### src/rtl/sha3_576_pkg.sv
// Shared constants for the 576-bit-rate SHA3 absorb front end.
// Byte lane k of a 64-bit word lives at bits [63-8k -: 8].
package sha3_576_pkg;

    localparam int RATE_WORDS = 9;
    localparam int WORD_BITS  = 64;
    localparam int RATE_BITS  = RATE_WORDS * WORD_BITS;

    localparam logic [7:0] PAD_BYTE  = 8'h06;
    localparam logic [7:0] FINAL_BIT = 8'h80;

    function automatic int lane_hi(input int k);
        return WORD_BITS - 1 - 8 * k;
    endfunction

endpackage

### src/rtl/sha3_pad_word.sv
// Masks the final message word and drops the domain byte right
// after the last valid byte.
module sha3_pad_word
    import sha3_576_pkg::*;
(
    input  logic [63:0] in,
    input  logic [2:0]  byte_num,
    output logic [63:0] out
);

    always_comb begin
        out = '0;
        for (int k = 0; k < 8; k++) begin
            if (k < int'(byte_num))
                out[lane_hi(k) -: 8] = in[lane_hi(k) -: 8];
            else if (k == int'(byte_num))
                out[lane_hi(k) -: 8] = PAD_BYTE;
        end
    end

endmodule

### src/rtl/sha3_576_block_padder.sv
// Assembles 64-bit message words into padded 576-bit rate blocks
// and hands them downstream over a full/ack handshake.
module sha3_576_block_padder
    import sha3_576_pkg::*;
(
    input  logic                 clk,
    input  logic                 reset_n,
    input  logic [63:0]          in,
    input  logic                 in_ready,
    input  logic                 is_last,
    input  logic [2:0]           byte_num,
    input  logic                 f_ack,
    output logic                 ack,
    output logic                 buffer_full,
    output logic [RATE_BITS-1:0] out
);

    logic [3:0]           i;
    logic                 padding;
    logic                 done;
    logic                 ready;
    logic                 take;
    logic                 fill;
    logic                 at_end;
    logic                 closes;
    logic [63:0]          padded;
    logic [63:0]          shift_word;
    logic [RATE_BITS-1:0] next_out;

    sha3_pad_word u_pad (
        .in       (in),
        .byte_num (byte_num),
        .out      (padded)
    );

    assign ready  = ~buffer_full & ~padding & ~done;
    assign take   = in_ready & ready;
    assign fill   = padding & ~buffer_full;
    assign at_end = (i == 4'(RATE_WORDS - 1));

    // A block closes the message when its last slot is a zero-fill
    // word or the padded final word itself.
    always_comb begin
        shift_word = {WORD_BITS{1'b0}};
        if (!fill)
            shift_word = is_last ? padded : in;
        closes   = at_end & (fill | is_last);
        next_out = {out[RATE_BITS-WORD_BITS-1:0], shift_word};
        if (closes)
            next_out[7:0] = next_out[7:0] | FINAL_BIT;
    end

    always_ff @(posedge clk or negedge reset_n) begin
        if (!reset_n) begin
            out         <= '0;
            buffer_full <= 1'b0;
            ack         <= 1'b0;
            i           <= '0;
            padding     <= 1'b0;
            done        <= 1'b0;
        end else begin
            ack <= take;
            if (buffer_full) begin
                if (f_ack) begin
                    buffer_full <= 1'b0;
                    i           <= '0;
                end
            end else if (take | fill) begin
                out <= next_out;
                i   <= i + 4'd1;
                if (take & is_last)
                    padding <= 1'b1;
                if (at_end) begin
                    buffer_full <= 1'b1;
                    if (closes) begin
                        padding <= 1'b0;
                        done    <= 1'b1;
                    end
                end
            end
        end
    end

endmodule

### config.mk
export PLATFORM = sky130hd
export DESIGN_NAME = sha3_576_block_padder
export DESIGN_NICKNAME = d
export VERILOG_FILES = /design/src/rtl/sha3_576_pkg.sv /design/src/rtl/sha3_pad_word.sv /design/src/rtl/sha3_576_block_padder.sv
export SDC_FILE = /design/constraint.sdc
export NUM_CORES = 1
export LEC_CHECK = 0
export BUFFER_PORTS_ARGS = -buffer_cell sky130_fd_sc_hd__buf_2
export CAP_MARGIN = 20
export CORE_AREA = 4 4 254 256
export CTS_BUF_LIST = sky130_fd_sc_hd__clkbuf_4
export CTS_CLUSTER_DIAMETER = 120
export DETAILED_ROUTE_END_ITERATION = 6
export DIE_AREA = 0 0 258 260
export GPL_ROUTABILITY_DRIVEN = 0
export PLACE_DENSITY = 0.66
export SYNTH_ARGS = -nofsm -noshare
export SYNTH_HDL_FRONTEND = slang
export SYNTH_SLANG_ARGS = --single-unit
### constraint.sdc
create_clock -name clk -period 1.6 [get_ports clk]
set_clock_uncertainty 0.15 [all_clocks]
set_input_delay 0.32 -clock clk [delete_from_list [all_inputs] [get_ports clk]]
set_output_delay 0.32 -clock clk [all_outputs]
set_load 0.05 [all_outputs]
# == After elaboration in Yosys (flattened, before gate mapping) ==
# Index checks and enable logic that the tools add are counted.
# classes
magnitude_cmp,7
n_mux,28
reduce_logical,5
n_addsub,1
n_bitwise,11
mul,0
n_div,0
eq_ne,9
n_shift,0
# op_table
cell,count
2-to-1 mux 64 bit,2
2-to-1 mux 8 bit,8
2-to-1 mux 3 bit,8
== test 3 bit (first input constant),4
2-to-1 mux 4 bit,3
< comparator 3 bit (first input constant),3
2-to-1 mux 1 bit,7
AND 1 bit,6
== test 2 x 3 -> 1 bit (first input constant),2
< comparator 1 x 3 -> 1 bit (first input constant),2
< comparator 2 x 3 -> 1 bit (first input constant),2
adder 4 x 1 -> 4 bit (second input constant),1
== test 4 bit (second input constant),1
AND reduction 2 bit,2
AND reduction 4 bit,1
== test 1 x 3 -> 1 bit (first input constant),1
zero test 3 bit,1
NOT 1 bit,3
inequality test 2 bit (second input constant),1
OR 1 bit,2
nonzero test 2 bit,1
# totals
memories,0
rom_bits,0
latchBits,0
output_inout_bits,578
input_bits,72
wordCells,67
regBits,584
ramBits,0

# == Logic depth before layout (Yosys ltp) ==
# logic_depth
word_depth,8
depth_mapped,7
mapped_depth_nobuf,6

# == By module ==
# A second synthesis with hierarchy kept.
# hier_totals
hier_cells,2008
area_unflattened_um2,26950.8
# by_module_without_submodules
mod,cells_each,seq_area_each_um2,n_inst,area_each_um2
sha3_576_block_padder,1921,14614.0,1,26390.3
sha3_pad_word,87,0.0,1,560.5

# == Least setup slack after synthesis ==
# OpenSTA, ideal clock, no wires.
# synth_path
kind,reg-to-reg
startpoint,register buffer_full
endpoint,register out[33]
setup_ns,0.079
arrival_time_ns,1.759
path_stages_with_launch,7
path_buffers,2
t_required_ns,1.371
path_slack_ns,-0.388
synth_period_minus_slack_ns,1.988
path_cell_list,dfrtp_1 or4b_1 buf_6 inv_2 buf_4 o211ai_1 a21oi_1
# synth_via
elab_chain_len,6
word_cells_on_any_way,8
cone_classes,mux: 1; bitwise: 6; reduce/logical: 1
# synth_rtl
element,line_no,source
from (decl),sha3_576_block_padder.sv:14,"output logic buffer_full,"
from (signal assigned),sha3_576_block_padder.sv:56,buffer_full <= 1'b0;
from (signal assigned),sha3_576_block_padder.sv:65,buffer_full <= 1'b0;
from (signal assigned),sha3_576_block_padder.sv:74,buffer_full <= 1'b1;
NOT 1 bit (no line),-,
AND 1 bit (2 in series),sha3_576_block_padder.sv:36,assign ready = ~buffer_full & ~padding & ~done;
AND 1 bit,sha3_576_block_padder.sv:37,assign take = in_ready & ready;
net take,sha3_576_block_padder.sv:22,logic take;
OR 1 bit,sha3_576_block_padder.sv:68,end else if (take | fill) begin
AND reduction 2 bit (no line),-,
to (signal assigned),sha3_576_block_padder.sv:69,out <= next_out;
to (decl),sha3_576_block_padder.sv:15,output logic [RATE_BITS-1:0] out
# The timed path passes the listed nets, and every way through them passes these cells.
# A chain may end at the register's enable or synchronous reset.

# == Final worst setup path ==
# layout_path
startpoint,register buffer_full
endpoint,register out[538]
# layout_via
elab_chain_len,6
word_cells_on_any_way,7
cone_classes,bitwise: 6; reduce/logical: 1
# layout_rtl
element,line_no
NOT 1 bit (no line) *,-
AND 1 bit (2 in series),sha3_576_block_padder.sv:36
AND 1 bit,sha3_576_block_padder.sv:37
OR 1 bit,sha3_576_block_padder.sv:68
AND reduction 2 bit (no line) *,-
# Mark *: on every way between the ends. The rest lies on a longest branch, timed or not.

==> metrics.txt <==
clock latency on the worst-skew pair 0.99 ns; critical path launch point type flop; Longest Clk Path Bufs 3; Die Wd 258 µm; area of the multi-input gates 7200 µm²; min-delay worst type in -> reg; largest cells by area after synthesis dfrtp_1, nand2_1, buf_4; endpoints failing setup 1162; Critical Path AT 2.84 ns; syn avg cell area 8.87 µm²; Storage cell area 14700 µm²; placed cell area 27000 µm²; Worst Hold Depth 5; post-route ant nets 0; final hold viol count 0; number of max-cap violations 0; die area 67100 µm²; PortBufs 649; TritonCTS clock tree yes; TritonRoute pass-1 iters 6; gr usage total 28.7%; sequential cell area fraction in the yosys report 56.6%; CTS Sinks 584; grt ovf 0; design area 40500 µm²; peak supply drop 1.44 mV; hold path startpoint f_ack; Syn. warnings 0; Worst Tran Pin Value 0.615 ns; critical path class reg -> reg; # H-tree levels 4; nets 4103; power density cells 2540 nW/µm²; Worst Path Max Fanout 13; worst setup slack after layout -0.623 ns; Post-Layout Cell Count 4973; Inst Count DP 3892; post-synth top area cell dfrtp_1; critical path capture point type flop; first-pass GRT wire length 150000 µm; fin crit share 139%; vias 25800; Die H 260 µm; 1st-iter DRT viols 2763; hold slack 0.250 ns; Hold EP i[2]$_DFFE_PN0P_; HPWL Detailed 54400 µm; prevailing post-synth register cell dfrtp_1; Via density 5.19; share of cells above drive strength 1 44.1%; drt total wl 113000 µm; max-slew violation count 0; post-synth top area share 56.6%; largest net degree at the start of global routing 83; initial antenna violation count 3; RSZ-0062 raised after global routing true; synthesized flop and latch total 584; worst rel slew slack 58.7%; Yosys cell types 32; setup tns final -426.72 ns; worst reg-to-reg setup slack -0.62 ns; failing checks negative setup slack; number of fill cells 4100; Post-synth ARST share 100%; num rows 92; Core ar. 62500 µm²; CP required 2.21 ns; EDFF count, synth 0; FMAX 450 MHz; number of global-route vias before repair 25100; Initial Util 41.3%; drt drc 0; Post-synth top cells nand2_1, dfrtp_1, buf_4, buf_2, a22o_1; Inserted Clock Buffers 155; r2r startpoint buffer_full$_DFF_PN0_; Tmin final 2.22 ns; Synth Net Count 2988; LEAKAGE 23.2 nW; worst r2r dst out[538]$_DFFE_PN0P_; Syn Inst Count 2914; I/O pin total 650; Worst-path clk slew 0.09 ns; area delta synth->final 56.6%; count leader, synth nand2_1; R2R depth 10; drt wl/cell 22.8 µm; status finished with violations; clk root buf clkbuf_4; Mapped Area 25800 µm²
-- flip-flops by register name, summed over array words and instances (netlist names) --
register / cells
out: 576
i: 4
done: 1
buffer_full: 1
ack: 1
padding: 1
-- layout by cell type (no fill, tap or decap), drive strengths merged, types with 4 or more instances in the layout --
cell type and n:
nand3 5, nor2 16, bufinv 6, mux2i 4, clkbuf 237, a21oi 8, o31ai 4, dlygate4sd3 142
dfrtp 584, inv 9, buf 1436, bufbuf 6, nand2 1568, a22o 46, clkinv 17, o21ai 17
-- worst max-delay path, stage by stage, from the launching register on --
cell and delay (ns):
dfrtp_2 0.42, buf_6 0.13, buf_4 0.12, buf_6 0.12, a21o_4 0.21, buf_12 0.15, buf_12 0.14, buf_4 0.14
buf_16 0.15, nand2_1 0.07, nand2_1 0.18
-- cell type report --
type	count	share of cell area, %
diodes	2	0.0124
clock buffers	225	4.17
clock inverters	28	0.776
inverters	6	0.0866
multi-input cells	1686	17.8
flip-flops and latches	584	36.2
well taps	846	2.62
repair buffers	1596	38.3
-- worst max-delay path by stage --
| stage | cells after the start | start | slack [ns] | endpoint |
|---|---|---|---|---|
| 3_3_place_gp | 6 | in_ready | -0.29 | out[200]$_DFFE_PN0P_ |
| 5_1_grt | 10 | buffer_full$_DFF_PN0_ | -0.66 | out[538]$_DFFE_PN0P_ |
| 2_1_floorplan | 5 | buffer_full$_DFF_PN0_ | -0.22 | out[43]$_DFFE_PN0P_ |
| 3_5_place_dp | 6 | in_ready | -0.30 | out[450]$_DFFE_PN0P_ |
| 6_report | 10 | buffer_full$_DFF_PN0_ | -0.62 | out[538]$_DFFE_PN0P_ |
| 4_1_cts | 2 | buffer_full$_DFF_PN0_ | -0.65 | buffer_full |
-- timing repair --
item | CTS | global route
setup endpoints to repair | 1161 | 1162
hold buffers | 143 | 0
buffers inserted | 504 | 155
hold endpoints to repair | 669 | 0
gates cloned | 10 | 16
gates resized for setup | 1206 | 168
pin swaps | 5 | 72
-- per-layer routing --
layer	vias to the layer above	wire length [µm]	track usage (%)
li1	10700	-	-
met1	12500	41200	35.7
met2	1991	52500	45.4
met3	639	9900	6.64
met4	0	9740	18.3
met5	-	0	0
-- metrics by stage --
step | total power [mW] | worst slack [ns] | utilization, %
after floorplan | 57.8 | -0.222 | -
after global placement | 63.5 | -0.291 | 43.2
after detailed placement | 63.8 | -0.302 | 43.2
after CTS | 94.1 | -0.648 | 61.3
after global routing | 106 | -0.659 | 64.7
final | 103 | -0.623 | 64.7
-- cell families after synthesis --
kind of cell	share of synthesized area, %
and+or+nand+nor	23.4
buffers and inverters	17.3
DFF	56.6
AOI/OAI and AO/OA	2.43
muxes	0.155
adders and majority gates	0.0968
-- where the power goes --
group / leakage, nW / total [mW] / switching, mW / internal (mW)
clock: 1.18 / 14.3 / 6.91 / 7.41
sequential: 7.96 / 25.0 / 5.00 / 20.0
combinational: 14.0 / 63.6 / 39.0 / 24.6
total: 23.2 / 103 / 51.0 / 51.9
Power figures use the tool's default switching activity.
